[config.mk]
export PLATFORM = sky130hd
export DESIGN_NAME = line_buffer_controller_flat
export DESIGN_NICKNAME = d
export VERILOG_FILES = /design/src/rtl/cnn_ctrl_pkg.sv /design/src/rtl/line_buffer_controller_if.sv /design/src/rtl/wrap_counter.sv /design/src/rtl/line_buffer_controller.sv /design/src/flat_wrapper.sv
export SDC_FILE = /design/constraint.sdc
export NUM_CORES = 1
export LEC_CHECK = 0
export BUFFER_PORTS_ARGS = -buffer_cell sky130_fd_sc_hd__buf_2
export CORE_MARGIN = 10
export CORE_UTILIZATION = 35
export DETAILED_ROUTE_END_ITERATION = 10
export PLACE_DENSITY_LB_ADDON = 0.05
export SKIP_LAST_GASP = 1
export SLEW_MARGIN = 20
export SYNTH_ARGS = -nofsm -noshare
export SYNTH_HDL_FRONTEND = slang
export SYNTH_SLANG_ARGS = --single-unit
[constraint.sdc]
create_clock -name clock -period 1.7 [get_ports clock]
set_clock_uncertainty 0.1 [all_clocks]
set_input_delay 0.17 -clock clock [delete_from_list [all_inputs] [get_ports clock]]
set_output_delay 0.17 -clock clock [all_outputs]
set_load 0.005 [all_outputs]
[src/rtl/cnn_ctrl_pkg.sv]
// Shared types and width helpers for the CNN line-buffer controller.
package cnn_ctrl_pkg;

  typedef enum logic [1:0] {
    IDLE   = 2'd0,
    FILL   = 2'd1,
    STREAM = 2'd2
  } state_t;

  // Counter widths never collapse to zero bits, even for a modulus of 1.
  function automatic int clog2_min1(input int value);
    int w;
    w = $clog2(value);
    return (w < 1) ? 1 : w;
  endfunction

  localparam int IMG_WIDTH_DEF  = 28;
  localparam int IMG_HEIGHT_DEF = 28;
  localparam int KERNEL_DEF     = 3;

  localparam int COL_W = clog2_min1(IMG_WIDTH_DEF);
  localparam int ROW_W = clog2_min1(IMG_HEIGHT_DEF);
  localparam int IDX_W = clog2_min1(KERNEL_DEF);

endpackage

[src/rtl/line_buffer_controller_if.sv]
// Pixel-side handshake and row-buffer control bundle of the line-buffer controller.
interface line_buffer_controller_if #(
  parameter int IMG_WIDTH = 28,
  parameter int KERNEL    = 3
);
  import cnn_ctrl_pkg::*;

  localparam int COL_BITS = clog2_min1(IMG_WIDTH);
  localparam int IDX_BITS = clog2_min1(KERNEL);

  logic                data_valid;
  logic [KERNEL-1:0]   buf_wr_en;
  logic [IDX_BITS-1:0] wr_idx;
  logic [IDX_BITS-1:0] rd_top_idx;
  logic                rd_en;
  logic [COL_BITS-1:0] col_addr;
  logic                window_valid;
  logic                frame_done;

  modport master (
    output data_valid,
    input  buf_wr_en, wr_idx, rd_top_idx, rd_en, col_addr, window_valid, frame_done
  );

  modport slave (
    input  data_valid,
    output buf_wr_en, wr_idx, rd_top_idx, rd_en, col_addr, window_valid, frame_done
  );

endinterface

[src/rtl/wrap_counter.sv]
// Modulo-MOD counter with explicit compare-and-clear wrap, so any modulus works.
module wrap_counter #(
  parameter int MOD = 2,
  parameter int W   = 1
) (
  input  logic         clock,
  input  logic         reset,
  input  logic         clr,
  input  logic         en,
  output logic [W-1:0] count,
  output logic         wrap
);

  localparam logic [W-1:0] LAST = W'(MOD - 1);

  assign wrap = (count == LAST);

  // Count register: clear wins over increment.
  always_ff @(posedge clock or posedge reset) begin
    if (reset) begin
      count <= {W{1'b0}};
    end else if (clr) begin
      count <= {W{1'b0}};
    end else if (en) begin
      count <= wrap ? {W{1'b0}} : count + W'(1);
    end else begin
      count <= count;
    end
  end

endmodule

[src/rtl/line_buffer_controller.sv]
// Sequences KERNEL row buffers: column/row counting, write steering, read enables
// and window/frame status for the convolution window generator.
module line_buffer_controller
  import cnn_ctrl_pkg::*;
#(
  parameter int IMG_WIDTH  = 28,
  parameter int IMG_HEIGHT = 28,
  parameter int KERNEL     = 3
) (
  input logic                     clock,
  input logic                     reset,
  line_buffer_controller_if.slave bus
);

  localparam int COL_BITS = clog2_min1(IMG_WIDTH);
  localparam int ROW_BITS = clog2_min1(IMG_HEIGHT);
  localparam int IDX_BITS = clog2_min1(KERNEL);

  localparam logic [ROW_BITS-1:0] ROW_FILL_LAST = ROW_BITS'(KERNEL - 2);
  localparam logic [COL_BITS-1:0] COL_FIRST_WIN = COL_BITS'(KERNEL - 1);

  logic [COL_BITS-1:0] col_r;
  logic [ROW_BITS-1:0] row_r;
  logic [IDX_BITS-1:0] wr_idx_r;
  logic [KERNEL-1:0]   wr_sel_r;
  state_t              state_r;
  logic                col_wrap_s;
  logic                row_wrap_s;
  logic                idx_wrap_s;
  logic                line_end_s;
  logic                frame_end_s;

  assign line_end_s  = bus.data_valid & col_wrap_s;
  assign frame_end_s = line_end_s & row_wrap_s;

  wrap_counter #(.MOD(IMG_WIDTH), .W(COL_BITS)) u_col (
    .clock(clock), .reset(reset), .clr(1'b0), .en(bus.data_valid),
    .count(col_r), .wrap(col_wrap_s)
  );

  wrap_counter #(.MOD(IMG_HEIGHT), .W(ROW_BITS)) u_row (
    .clock(clock), .reset(reset), .clr(1'b0), .en(line_end_s),
    .count(row_r), .wrap(row_wrap_s)
  );

  // IMG_HEIGHT need not be a multiple of KERNEL, so the buffer index is forced home per frame.
  wrap_counter #(.MOD(KERNEL), .W(IDX_BITS)) u_idx (
    .clock(clock), .reset(reset), .clr(frame_end_s), .en(line_end_s),
    .count(wr_idx_r), .wrap(idx_wrap_s)
  );

  // Phase FSM, write-select rotation and registered status outputs.
  always_ff @(posedge clock or posedge reset) begin
    if (reset) begin
      state_r          <= IDLE;
      wr_sel_r         <= KERNEL'(1);
      bus.window_valid <= 1'b0;
      bus.frame_done   <= 1'b0;
    end else begin
      bus.window_valid <= bus.data_valid && (state_r == STREAM) && (col_r >= COL_FIRST_WIN);
      bus.frame_done   <= frame_end_s;
      if (bus.data_valid) begin
        if (frame_end_s) begin
          state_r  <= IDLE;
          wr_sel_r <= KERNEL'(1);
        end else begin
          if (line_end_s) begin
            wr_sel_r <= {wr_sel_r[KERNEL-2:0], wr_sel_r[KERNEL-1]};
          end else begin
            wr_sel_r <= wr_sel_r;
          end
          case (state_r)
            IDLE:    state_r <= FILL;
            FILL:    state_r <= (line_end_s && (row_r == ROW_FILL_LAST)) ? STREAM : FILL;
            STREAM:  state_r <= STREAM;
            default: state_r <= IDLE;
          endcase
        end
      end else begin
        state_r  <= state_r;
        wr_sel_r <= wr_sel_r;
      end
    end
  end

  assign bus.buf_wr_en  = wr_sel_r & {KERNEL{bus.data_valid}};
  assign bus.wr_idx     = wr_idx_r;
  assign bus.rd_top_idx = idx_wrap_s ? {IDX_BITS{1'b0}} : wr_idx_r + IDX_BITS'(1);
  assign bus.rd_en      = bus.data_valid && (state_r == STREAM);
  assign bus.col_addr   = col_r;

endmodule
[src/flat_wrapper.sv]
// flat-port wrapper written by rule: the top's interface ports become plain ports
module line_buffer_controller_flat import cnn_ctrl_pkg::*;
#(
  parameter int IMG_WIDTH  = 28,
  parameter int IMG_HEIGHT = 28,
  parameter int KERNEL     = 3
)
  (clock, reset, bus_data_valid, bus_buf_wr_en, bus_wr_idx, bus_rd_top_idx, bus_rd_en, bus_col_addr, bus_window_valid, bus_frame_done);
  line_buffer_controller_if #(.IMG_WIDTH(IMG_WIDTH), .KERNEL(KERNEL)) bus_i ();
  input logic clock;
  input logic reset;
  input wire logic [$bits(bus_i.data_valid)-1:0] bus_data_valid;
  output wire logic [$bits(bus_i.buf_wr_en)-1:0] bus_buf_wr_en;
  output wire logic [$bits(bus_i.wr_idx)-1:0] bus_wr_idx;
  output wire logic [$bits(bus_i.rd_top_idx)-1:0] bus_rd_top_idx;
  output wire logic [$bits(bus_i.rd_en)-1:0] bus_rd_en;
  output wire logic [$bits(bus_i.col_addr)-1:0] bus_col_addr;
  output wire logic [$bits(bus_i.window_valid)-1:0] bus_window_valid;
  output wire logic [$bits(bus_i.frame_done)-1:0] bus_frame_done;
  assign bus_i.data_valid = bus_data_valid;
  assign bus_buf_wr_en = bus_i.buf_wr_en;
  assign bus_wr_idx = bus_i.wr_idx;
  assign bus_rd_top_idx = bus_i.rd_top_idx;
  assign bus_rd_en = bus_i.rd_en;
  assign bus_col_addr = bus_i.col_addr;
  assign bus_window_valid = bus_i.window_valid;
  assign bus_frame_done = bus_i.frame_done;
  line_buffer_controller #(.IMG_WIDTH(IMG_WIDTH), .IMG_HEIGHT(IMG_HEIGHT), .KERNEL(KERNEL)) u_core (.clock(clock), .reset(reset), .bus(bus_i));
endmodule
==> run metrics <==
run status complete, no violations; worst hold path class primary input to register; setup total negative slack 0 ps; first-pass GRT wire length 3.67 mm; estimated wirelength of the detail-placed design between 1.5 and 2 mm; number of vias in the routed layout 766; multiplexer fraction of the synthesized cell area 0.0241; post-layout util 0.464; logic depth of the worst register-to-register path 4; pin count of the biggest net entering global routing 20; gate family responsible for the most delay along the worst path simple AND/OR/NAND/NOR gates; part of the total power dissipated in combinational logic 0.369; antenna fix cells 0; portion of the post-synthesis area used by sequential elements 0.510; count of endpoints failing hold in the final timing report 0; maxcap violations 0; wire length on met3 around 180 um; proportion of total power due to net switching 0.344; power density over cell area 1200 nW/um^2; starting density of the core 0.371; clock power share 0.166; Root Buffer Master sky130_fd_sc_hd__clkbuf_4; simple-gate share of the synthesized area 0.236; data required time of the worst path 1790 ps; die area 5140 um^2; maximum single-stage delay on the critical path 460 ps; leftover overflow at the end of global routing 0; DR WL/cell 13.7 um; Max Clock Freq 622 MHz; top metal layer carrying routed signals met4; fraction of the cycle the final worst path needs 0.946; minimum setup slack after placement 23.3 ps; number of setup violations in the final report 0; leakage power summed over all cells approximately 0.58 nW; net count after synthesis 99; fraction of final layout cells with drive strength greater than 1 0.331; endpoint of the worst-slack reg-to-reg timing path u_core.u_row.count[0]$_DFFE_PP0P_; Netlist Area Pre-Place between 900 and 1000 um^2; compound-gate portion of the synthesized area 0.111; adder and majority cell fraction of the synthesized area 0.0535; quantity of I/O buffers inserted on ports 17; synth unique cells 32; TritonCTS clock tree built; time the worst path needs with I/O delays and setup 1610 ps; placeable core region 2520 um^2; number of pins exceeding their max-slew limit in the final report 0; DR pass1 iterations 4; CP Launch Point u_core.u_col.count[1]$_DFFE_PP0P_; endpoint kind of the worst setup timing path register; post-route setup slack 91.2 ps; most frequent cells in the layout sky130_fd_sc_hd__dfrtp_1, sky130_fd_sc_hd__buf_2, sky130_fd_sc_hd__nand2_1; maximum fanout encountered on the critical timing path 10; signed area change from the synthesized netlist to the final layout 25.3%; reg-to-reg startpoint u_core.u_col.count[1]$_DFFE_PP0P_; classification of the worst setup path register to register; flip-flop and latch count after synthesis 19; number of antenna violations at the first check in global routing 0; synthesis warning total 0; worst-path cell chain ha_1, nand3_2, or3b_4, mux2_2; number of global-route vias before repair about 760; number of sinks on the clock net 19; via-per-instance ratio 5.07; dominant combinational cell family by area after synthesis simple AND/OR/NAND/NOR gates; post-route met1 wirelength 920 um; maximum resistive drop on vdd 0.000663 V; number of routed nets with antenna violations 0; Register-to-Register Setup Slack 90 ps; count of standard-cell rows 18; Net Sw Power slightly below 0.5 mW; Clock H-tree levels 1; worst hold path cell count 4; Max-Slew Margin vs Limit 0.794; die height approximately 72 um; mean instance size in the synthesized netlist between 10 and 15 um^2; Least-Margin Pin Slew 309 ps; startpoint types register; clock insertion delay at the later pin of the skew report 310 ps; arrival time at the worst endpoint approximately 1700 ps; sequential share of power 0.465; GRT Total Usage 0.0881; Min-Delay Endpoint u_core.u_col.count[4]$_DFFE_PP0P_; P_int 0.918 mW; number of buffers between clock root and the deepest sink 2; drt first-iter violations 25; placer's final routability congestion estimate 0.801; number of top-level design ports 18; clock buffer count from CTS 3; CP bufs+invs 0; start point of the worst min-delay path bus_data_valid; chip width 71.7 um; # DRC 0; Worst-path clk slew approximately 110 ps; Max stage delay cell, worst path sky130_fd_sc_hd__or3b_4; DR WL met2 929 um; commonest non-fill, non-tap cell in the layout sky130_fd_sc_hd__dfrtp_1; Post-Synthesis Cells 92; post-synthesis xor/xnor area fraction 0.0281; number of nets in the layout 129; final wirelength 2.07 mm; RSZ-0062 raised after global routing false
cell families (layout without fill, tap and decap cells):
kind of cell    after synthesis  after routing
xor+xnor                      3              3
compound gates               16             16
fa+ha+maj                     4              4
flops                        19             19
mux                           2              2
buf+inv                       7             36
simple gates                 41             41
area by class of cell:
class                      count  area, um^2
inverter                       3        11.3
multi-input combinational     66         442
tap                           30        37.5
sequential                    19         477
fill                         246        1350
clock buffer                   4        26.3
timing repair buffer          29         178
how the worst max path moves through the flow:
stage	endpoint	cells past startpoint
global placement	u_core.u_row.count[0]$_DFFE_PP0P_	5
detailed placement	u_core.u_row.count[0]$_DFFE_PP0P_	5
CTS	u_core.u_row.count[0]$_DFFE_PP0P_	5
finish	u_core.u_row.count[0]$_DFFE_PP0P_	4
floorplan	u_core.u_idx.count[0]$_DFFE_PP0P_	5
global route	u_core.u_row.count[4]$_DFFE_PP0P_	5
repair_timing:
item / 4_1_cts / 5_1_grt
resized for setup: 1 / 3
hold buffers: 1 / 0
endpoints found under the setup margin: 1 / 5
endpoints found under the hold margin: 18 / 0
setup buffers: 0 / 0
cloned: 0 / 0
power groups by stage:
stage / Combinational [mW] / Clock (mW) / Sequential, mW
after CTS: 0.524 / 0.252 / 0.652
after detailed placement: 0.519 / 0 / 0.660
after floorplan: 0.243 / 0 / 0.673
final: 0.516 / 0.233 / 0.651
after global placement: 0.510 / 0 / 0.656
after global routing: 0.601 / 0.267 / 0.670
synth_stat cells:
cell | instances | share of area
sky130_fd_sc_hd__nand2_1 | 14 | 0.056
sky130_fd_sc_hd__nand4b_1 | 1 | 0.0094
sky130_fd_sc_hd__nor2_1 | 9 | 0.036
sky130_fd_sc_hd__o21ai_1 | 2 | 0.011
sky130_fd_sc_hd__xor2_1 | 2 | 0.019
sky130_fd_sc_hd__a21o_1 | 1 | 0.0080
sky130_fd_sc_hd__nor2b_1 | 1 | 0.0067
sky130_fd_sc_hd__nor4b_1 | 1 | 0.0094
sky130_fd_sc_hd__ha_1 | 4 | 0.054
sky130_fd_sc_hd__o21ai_0 | 5 | 0.027
sky130_fd_sc_hd__a21oi_1 | 1 | 0.0053
sky130_fd_sc_hd__o221a_2 | 1 | 0.012
sky130_fd_sc_hd__and2_1 | 3 | 0.020
sky130_fd_sc_hd__nand3_1 | 2 | 0.011
sky130_fd_sc_hd__or4_1 | 1 | 0.0080
sky130_fd_sc_hd__or3b_4 | 1 | 0.012
sky130_fd_sc_hd__inv_1 | 3 | 0.012
sky130_fd_sc_hd__nand3_2 | 1 | 0.011
sky130_fd_sc_hd__clkbuf_1 | 2 | 0.0080
sky130_fd_sc_hd__o21a_1 | 1 | 0.0080
sky130_fd_sc_hd__buf_6 | 1 | 0.012
sky130_fd_sc_hd__nand4_1 | 4 | 0.027
sky130_fd_sc_hd__and4b_1 | 2 | 0.021
sky130_fd_sc_hd__dfstp_2 | 1 | 0.028
sky130_fd_sc_hd__a211oi_1 | 1 | 0.0080
sky130_fd_sc_hd__xnor2_1 | 1 | 0.0094
sky130_fd_sc_hd__dfrtp_1 | 18 | 0.48
sky130_fd_sc_hd__buf_2 | 1 | 0.0053
sky130_fd_sc_hd__mux2_2 | 2 | 0.024
sky130_fd_sc_hd__a31oi_1 | 2 | 0.013
sky130_fd_sc_hd__nor3b_1 | 1 | 0.0080
sky130_fd_sc_hd__a22o_1 | 2 | 0.019
registers in the layout, summed over array words and instances (netlist names):
| name | flops |
|---|---|
| u_core.bus.window_valid | 1 |
| u_core.wr_sel_r | 3 |
| u_core.u_col.count | 5 |
| u_core.bus.frame_done | 1 |
| u_core.u_row.count | 5 |
| u_core.state_r | 2 |
| u_core.u_idx.count | 2 |
worst register-to-register path, stage by stage, from the launching register on:
cell and delay [ps]:
sky130_fd_sc_hd__dfrtp_1 370, sky130_fd_sc_hd__ha_1 180, sky130_fd_sc_hd__nand3_2 100, sky130_fd_sc_hd__or3b_4 460
sky130_fd_sc_hd__mux2_2 280
per-layer routing:
layer / global-route usage / up-vias
met2: 0.128 / 17
li1: - / 382
met4: 0.0430 / 0
met5: 0 / -
met3: 0.0441 / 4
met1: 0.104 / 363
through the flow:
step                total power, mW  area, um^2  hold slack, ps  instances
detailed placement             1.18        1120             112        146
global placement               1.17        1120             101        146
CTS                            1.43        1150            68.3        151
floorplan                     0.916         935            20.4         92
finish                         1.40        1170            94.9        151
global route                   1.54        1170             138        151
(Power assumes the default switching activity.)
